===== src/rtl/add_sub_pkg.sv =====
// Shared types and constants for the multi-precision add/sub datapath.
// Holds the controller state encoding, the mode encodings and the default slice width.
package add_sub_pkg;

    typedef enum logic [1:0] {
        IDLE = 2'd0,
        RUN  = 2'd1,
        DONE = 2'd2
    } state_t;

    localparam logic MODE_ADD = 1'b0;
    localparam logic MODE_SUB = 1'b1;

    localparam int DEFAULT_SLICE = 4;

endpackage


===== src/rtl/add_sub_slice.sv =====
// Combinational SLICE-bit ripple add/sub slice. Subtraction inverts b and relies on the
// caller to supply cin=1 on the first slice; c_msb_in feeds the signed-overflow check.
module add_sub_slice
    import add_sub_pkg::*;
#(
    parameter int SLICE = DEFAULT_SLICE
) (
    input  logic [SLICE-1:0] a,
    input  logic [SLICE-1:0] b,
    input  logic             mode,
    input  logic             cin,
    output logic [SLICE-1:0] sum,
    output logic             cout,
    output logic             c_msb_in
);

    logic [SLICE-1:0] bx_s;

    assign bx_s = b ^ {SLICE{mode}};

    // Ripple carry chain across the slice bits
    always_comb begin
        logic [SLICE:0] c_v;
        c_v      = '0;
        sum      = '0;
        c_v[0]   = cin;
        for (int i = 0; i < SLICE; i++) begin
            sum[i]   = a[i] ^ bx_s[i] ^ c_v[i];
            c_v[i+1] = (a[i] & bx_s[i]) | (a[i] & c_v[i]) | (bx_s[i] & c_v[i]);
        end
        cout     = c_v[SLICE];
        c_msb_in = c_v[SLICE-1];
    end

endmodule


===== src/rtl/multiword_add_sub.sv =====
// Sequential multi-precision adder/subtractor: processes one SLICE-bit chunk per cycle,
// LSB first, keeping the ripple carry in a register between cycles.
module multiword_add_sub
    import add_sub_pkg::*;
#(
    parameter int WIDTH = 16,
    parameter int SLICE = DEFAULT_SLICE
) (
    input  logic             clk,
    input  logic             rst,
    input  logic             start,
    input  logic             mode,
    input  logic [WIDTH-1:0] a,
    input  logic [WIDTH-1:0] b,
    output logic             busy,
    output logic             done,
    output logic [WIDTH-1:0] result,
    output logic             carry_out,
    output logic             overflow
);

    localparam int N     = WIDTH / SLICE;
    localparam int IDX_W = (N > 1) ? $clog2(N) : 1;

    state_t             state_r;
    state_t             state_next_s;
    logic [IDX_W-1:0]   idx_r;
    logic               carry_r;
    logic               mode_r;
    logic [WIDTH-1:0]   a_r;
    logic [WIDTH-1:0]   b_r;
    logic [SLICE-1:0]   sum_s;
    logic               cout_s;
    logic               c_msb_in_s;
    logic               last_s;

    assign last_s = (idx_r == IDX_W'(N - 1));

    add_sub_slice #(.SLICE(SLICE)) u_slice (
        .a        (a_r[idx_r*SLICE +: SLICE]),
        .b        (b_r[idx_r*SLICE +: SLICE]),
        .mode     (mode_r),
        .cin      (carry_r),
        .sum      (sum_s),
        .cout     (cout_s),
        .c_msb_in (c_msb_in_s)
    );

    // Next-state logic for the IDLE -> RUN -> DONE sequencer
    always_comb begin
        state_next_s = state_r;
        case (state_r)
            IDLE: begin
                if (start) begin
                    state_next_s = RUN;
                end else begin
                    state_next_s = IDLE;
                end
            end
            RUN: begin
                if (last_s) begin
                    state_next_s = DONE;
                end else begin
                    state_next_s = RUN;
                end
            end
            DONE:    state_next_s = IDLE;
            default: state_next_s = IDLE;
        endcase
    end

    // State, datapath and registered status outputs
    always_ff @(posedge clk) begin
        if (rst) begin
            state_r   <= IDLE;
            busy      <= 1'b0;
            done      <= 1'b0;
            result    <= '0;
            carry_out <= 1'b0;
            overflow  <= 1'b0;
            idx_r     <= '0;
            carry_r   <= 1'b0;
            mode_r    <= 1'b0;
            a_r       <= '0;
            b_r       <= '0;
        end else begin
            state_r <= state_next_s;
            // busy/done are decoded from the next state so they line up with the state register
            busy    <= (state_next_s != IDLE);
            done    <= (state_next_s == DONE);
            case (state_r)
                IDLE: begin
                    if (start) begin
                        a_r     <= a;
                        b_r     <= b;
                        mode_r  <= mode;
                        idx_r   <= '0;
                        carry_r <= mode;
                    end
                end
                RUN: begin
                    result[idx_r*SLICE +: SLICE] <= sum_s;
                    carry_r <= cout_s;
                    idx_r   <= idx_r + IDX_W'(1);
                    if (last_s) begin
                        carry_out <= cout_s;
                        overflow  <= cout_s ^ c_msb_in_s;
                    end
                end
                default: begin
                end
            endcase
        end
    end

endmodule

===== config.mk =====
export PLATFORM = sky130hd
export DESIGN_NAME = multiword_add_sub
export DESIGN_NICKNAME = d
export VERILOG_FILES = /design/src/rtl/add_sub_pkg.sv /design/src/rtl/add_sub_slice.sv /design/src/rtl/multiword_add_sub.sv
export SDC_FILE = /design/constraint.sdc
export NUM_CORES = 1
export LEC_CHECK = 0
export CAP_MARGIN = 20
export CORE_AREA = 2 2 105 107
export DETAILED_ROUTE_END_ITERATION = 8
export DIE_AREA = 0 0 107 109
export SETUP_SLACK_MARGIN = 0.4
export SLEW_MARGIN = 10
export SYNTH_ARGS = -nofsm -noshare
export SYNTH_HDL_FRONTEND = slang
export SYNTH_HIERARCHICAL = 1
export SYNTH_SLANG_ARGS = --single-unit
export TNS_END_PERCENT = 50

===== constraint.sdc =====
create_clock -name clk -period 3.24 [get_ports clk]
set_input_delay 0.972 -clock clk [delete_from_list [all_inputs] [get_ports clk]]
set_output_delay 0.972 -clock clk [all_outputs]
set_load 0.03 [all_outputs]

Yosys cells after proc, flatten, opt, wreduce, memory -nomap -nowiden
Cells that the tools add are included.
- register bits: 58
- output and inout bits: 20
- word-level logic and storage cells: 65
- add/subtract/negate cells: 2
- eq/ne operators: 4
- shifts and indexed selects: 4
- multiplexer cells: 8
- bitwise logic cells: 30
- reduce and logical (&&, ||, !) cells: 6
- operator list (kind ; number):
    4-bit negator with 34-bit output ; 1
    4-bit by 34-bit variable shift with 16-bit output, first input constant ; 1
    4-bit by 34-bit indexed part select with 16-bit output ; 1
    16-bit by 5-bit indexed part select with 4-bit output ; 2
    16-bit bitwise mux ; 1
    1-bit bitwise AND ; 12
    1-bit bitwise XOR ; 9
    1-bit bitwise OR ; 8
    2-bit case mux with 2 select lines ; 2
    2-bit AND reduction ; 3
    2-bit == test, second input constant ; 2
    2-bit 2-to-1 mux ; 2
    2-bit nonzero test ; 2
    4-bit bitwise XOR ; 1
    2-bit by 1-bit adder with 2-bit output, second input constant ; 1
    2-bit by 1-bit == test with 1-bit output, second input constant ; 1
    2-bit logical NOT ; 1
    1-bit 2-to-1 mux ; 2
    2-bit != test, second input constant ; 1
    1-bit case mux with 2 select lines ; 1

Depth between registers and ports, before layout
- depth in word-level cells: 15
- depth in mapped cells: 12
- depth with buffers taken out: 11

By module
The synthesis kept the hierarchy.
- modules (own cells, without submodules) (module ; instances ; cells an instance ; area an instance (µm²) ; seq. area each (µm²)):
    multiword_add_sub ; 1 ; 221 ; 2421.1 ; 1161.1
    add_sub_slice ; 1 ; 17 ; 153.9 ; 0.0

Worst setup path before layout
Ideal clock, no wire load.
- path type: reg-to-reg
- from: register idx_r[0]
- to: register carry_r
- setup time: 0.120 ns
- arrival: 2.714 ns
- slack: 0.406 ns
- cell stages (with the launch flop): 12
- buffers on the path: 1
- period minus slack after synthesis: 2.834 ns
- cell sequence: dfxtp_1 buf_4 mux4_2 fa_1 inv_1 fa_1 fa_1 inv_1 o22a_1 or2b_1 a21oi_1 nor3_1
- longest elaborated chain between the ends: 15
- ends and longest elaborated chain (element ; line ; text):
    start, declared ; multiword_add_sub.sv:27 ; logic [IDX_W-1:0] idx_r;
    start signal, assigned ; multiword_add_sub.sv:104 ; idx_r <= idx_r + IDX_W'(1);
    16-bit by 5-bit indexed part select with 4-bit output ; multiword_add_sub.sv:41 ; .b (b_r[idx_r*SLICE +: SLICE]),
    4-bit bitwise XOR ; add_sub_slice.sv:19 ; assign bx_s = b ^ {SLICE{mode}};
    1-bit bitwise AND ; add_sub_slice.sv:29 ; c_v[i+1] = (a[i] & bx_s[i]) | (a[i] & c_v[i]) | (bx_s[i] & c_v[i]);
    1-bit bitwise OR (2 in a row) ; add_sub_slice.sv:29 ;
    1-bit bitwise AND ; add_sub_slice.sv:29 ;
    1-bit bitwise OR (2 in a row) ; add_sub_slice.sv:29 ;
    1-bit bitwise AND ; add_sub_slice.sv:29 ;
    1-bit bitwise OR ; add_sub_slice.sv:29 ;
    1-bit bitwise OR * ; add_sub_slice.sv:29 ;
    via c_msb_in_s ; multiword_add_sub.sv:34 ; logic c_msb_in_s;
    1-bit bitwise AND ; add_sub_slice.sv:29 ;
    1-bit bitwise OR ; add_sub_slice.sv:29 ;
    1-bit bitwise OR * ; add_sub_slice.sv:29 ;
    via cout_s ; multiword_add_sub.sv:33 ; logic cout_s;
    1-bit case mux with 2 select lines * ; multiword_add_sub.sv:91 ; case (state_r)
    end signal, assigned ; multiword_add_sub.sv:98 ; carry_r <= mode;
    end signal, assigned ; multiword_add_sub.sv:103 ; carry_r <= cout_s;
    end, declared ; multiword_add_sub.sv:28 ; logic carry_r;
The timed path passes the listed nets; every way through them passes the cells marked *.
A chain may end at the register's enable or synchronous reset.

Worst setup path in the final report
Ends and elaborated chain as after synthesis.

==> results.json <==
{
  "antenna_left": 0,
  "wl_met2_mm": 2.82,
  "clk_latency_ns": 0.33,
  "rsz0062_at_grt": "yes",
  "fin_skew_ns": 0.00651,
  "hold_viol": 0,
  "wl_met3_um": 345,
  "row_count": 38,
  "min_path_cells": 2,
  "slew_headroom": 0.689,
  "tns_ns": 0,
  "synth_edf_count": 0,
  "synth_top_area_cell": "dfxtp_1",
  "p_total_mw": 1.62,
  "syn_area_mm2": 0.00257,
  "grtUsageTotal": 0.110,
  "synth_warnings": 6,
  "clkTransAtPathRegs_ns": 0.06,
  "m1WireLength_mm": 2.59,
  "clockPowerShare": 0.355,
  "cts.sinks": 58,
  "die_h_um": 109,
  "multiInputGateArea_mm2": 0.00129,
  "yosysSeqAreaShare": 0.451,
  "place_hpwl_mm": 4.43,
  "synth_cell_types": 37,
  "power_switching_mw": 0.419,
  "power.internal_mw": 1.20,
  "synth_nets": 283,
  "arrival_ns": 2.97,
  "die_area_mm2": 0.0117,
  "place.gp.congestion": 0.806,
  "switching_share": 0.259,
  "synthArstFlopShare": 0,
  "core_mm2": 0.0106,
  "end_kind": "flop",
  "rr_worst_depth": 11,
  "syn2layout_area_growth_pct": 34.6,
  "synth_ff_type": "dfxtp_1",
  "cts_made_buffers": 9,
  "fill_cells": 1085,
  "grt_pass1_vias": 1949,
  "syn_avg_cell_area_um2": 10.8,
  "p_leak_nw": 1.34,
  "path_cells": "buf_4, mux4_2, fa_2, inv_2, fa_2, fa_2, inv_2, o22a_1, or2b_1, a21oi_2, nor3_2",
  "ctsLongestPathBuffers": 2,
  "path_class": "flop to flop",
  "first_pass_iters": 4,
  "period_share": 0.851,
  "finalSetupViolations": 0,
  "synth_common_cells": "58 x dfxtp_1, 41 x nor2_1, 33 x mux2i_1",
  "routed_wl_mm": 5.88,
  "drv_cap": 0,
  "seq_area_mm2": 0.00117,
  "start_util": 0.243,
  "portBuffers": 55,
  "tightestPinTransition_ns": 0.467,
  "yosysMostFrequentCell": "dfxtp_1",
  "synth_area_leaders": "dfxtp_1 45%, mux2i_1 13%, mux4_2 7.0%, nor2_1 6.0%, ha_1 2.9%",
  "dieWidth_um": 107,
  "grt_max_degree": 35,
  "top_layer": "met4",
  "critPathTopFamily": "adder cells",
  "diodes": 0,
  "cp_slowest_cell": "mux4_2",
  "drc_errors": 0,
  "crit_buf_inv": 3,
  "io_pins": 56,
  "slew_violations": 0,
  "grt_remaining_overflow": 0,
  "drt_iter0_drc": 89,
  "cts-root-buf": "clkbuf_8",
  "wire_per_inst_um": 13.3,
  "min_period_ns": 2.76,
  "start_kind": "flop",
  "cp_max_fo": 4,
  "reg2reg_slack_ns": 0.48,
  "p_per_area_mw_per_mm2": 467,
  "cp_data_required_time_ns": 3.45,
  "drive_gt1_frac": 0.165,
  "crit_top_cell": "fa_2",
  "final_nets": 344,
  "ir_drop_mv": 0.192,
  "crit_cells": 11,
  "via_per_inst": 4.30,
  "outcome": "finished, final reports clean",
  "cts_tree": "done",
  "antenna_found_initial": 0,
  "grt_first_pass_wirelength_mm": 9.77,
  "pwr-share-seq": 0.476,
  "fmax_mhz": 363,
  "syn_inst": 238,
  "min_path_type": "flop to flop",
  "ys_ff_latch": 58,
  "synth.top_cell.area_share": 0.451,
  "pwr-share-comb": 0.169,
  "vias": 1905,
  "critPathMaxStageDelay_ns": 0.53,
  "htreeDepth": 3
}
[registers in the layout (all words and copies together) (netlist names)]
register	flops
mode_r	1
a_r	16
busy	1
done	1
b_r	16
carry_out	1
idx_r	2
overflow	1
state_r	2
carry_r	1
result	16
[power groups by stage]
stage	combinational (mW)	clock, mW	sequential (mW)
3_5_place_dp	0.260	0	0.787
2_1_floorplan	0.172	0	0.784
3_3_place_gp	0.255	0	0.787
6_report	0.273	0.574	0.770
5_1_grt	0.299	0.631	0.775
4_1_cts	0.260	0.594	0.772
[worst register-to-register path: cells and delay by family, from the launching register on]
family	cells	cell delay, ns
flops	1	0.36
compound gates	2	0.36
buf+inv	3	0.23
mux	1	0.53
simple gates	2	0.28
fa+ha+maj	3	0.86
[through the flow]
step	cells	cell area [µm²]	utilization	hold WS [ns]	worst slack [ns]
2_1_floorplan	238	2570	-	0.455	0.406
3_3_place_gp	424	3230	0.305	0.447	0.383
3_5_place_dp	424	3230	0.305	0.448	0.265
4_1_cts	439	3410	0.321	0.456	0.443
5_1_grt	443	3470	0.327	0.483	0.360
6_report	443	3470	0.327	0.455	0.483
[per-layer routing]
metal / vias to the layer above / GRT usage
li1: 956 / -
met1: 897 / 0.132
met2: 44 / 0.174
met3: 8 / 0.0424
met4: 0 / 0.0519
met5: - / 0
[timing repair]
item | CTS | global route
gates resized for setup | 3 | 9
gates cloned | 0 | 0
setup buffers | 0 | 4
hold buffers | 0 | 0
endpoints found under the setup margin | 6 | 4
pin swaps | 0 | 4
[layout by cell type (no fill, tap or decap), types with 3 or more instances in the layout]
cell type,count
mux2i_1,33
a22o_1,8
mux4_2,8
a21oi_1,11
nand2_1,10
dfxtp_1,56
clkdlybuf4s50_1,54
nand3_1,8
clkinv_2,3
ha_1,6
xnor2_1,3
inv_1,7
buf_4,8
clkbuf_8,11
nor2_1,41
fa_2,3
[cells by family after synthesis]
group                    count (synthesis)  share of synthesized area
XOR/XNOR                                 6                     0.0204
AND/OR/NAND/NOR                         74                      0.145
multiplexers                            41                      0.198
flip-flops                              58                      0.451
AO/OA/AOI/OAI                           27                     0.0724
buffers and inverters                   23                     0.0607
adder cells (fa/ha/maj)                  9                     0.0525
[worst paths after layout]
check / end / from
setup / recovery: carry_r / idx_r[0]
hold / removal: result[12] / result[12]
setup reg to reg: carry_r / idx_r[0]
hold reg to reg: result[12] / result[12]
[area by class of cell]
| cell class | instances | area share |
|---|---|---|
| tap | 140 | 0.0505 |
| inverter | 9 | 0.00975 |
| sequential | 58 | 0.336 |
| clock inverter | 3 | 0.00433 |
| multi-input combinational | 157 | 0.374 |
| timing repair buffer | 64 | 0.181 |
| clock buffer | 12 | 0.0448 |
No activity file was read; power rests on OpenSTA's default activity.
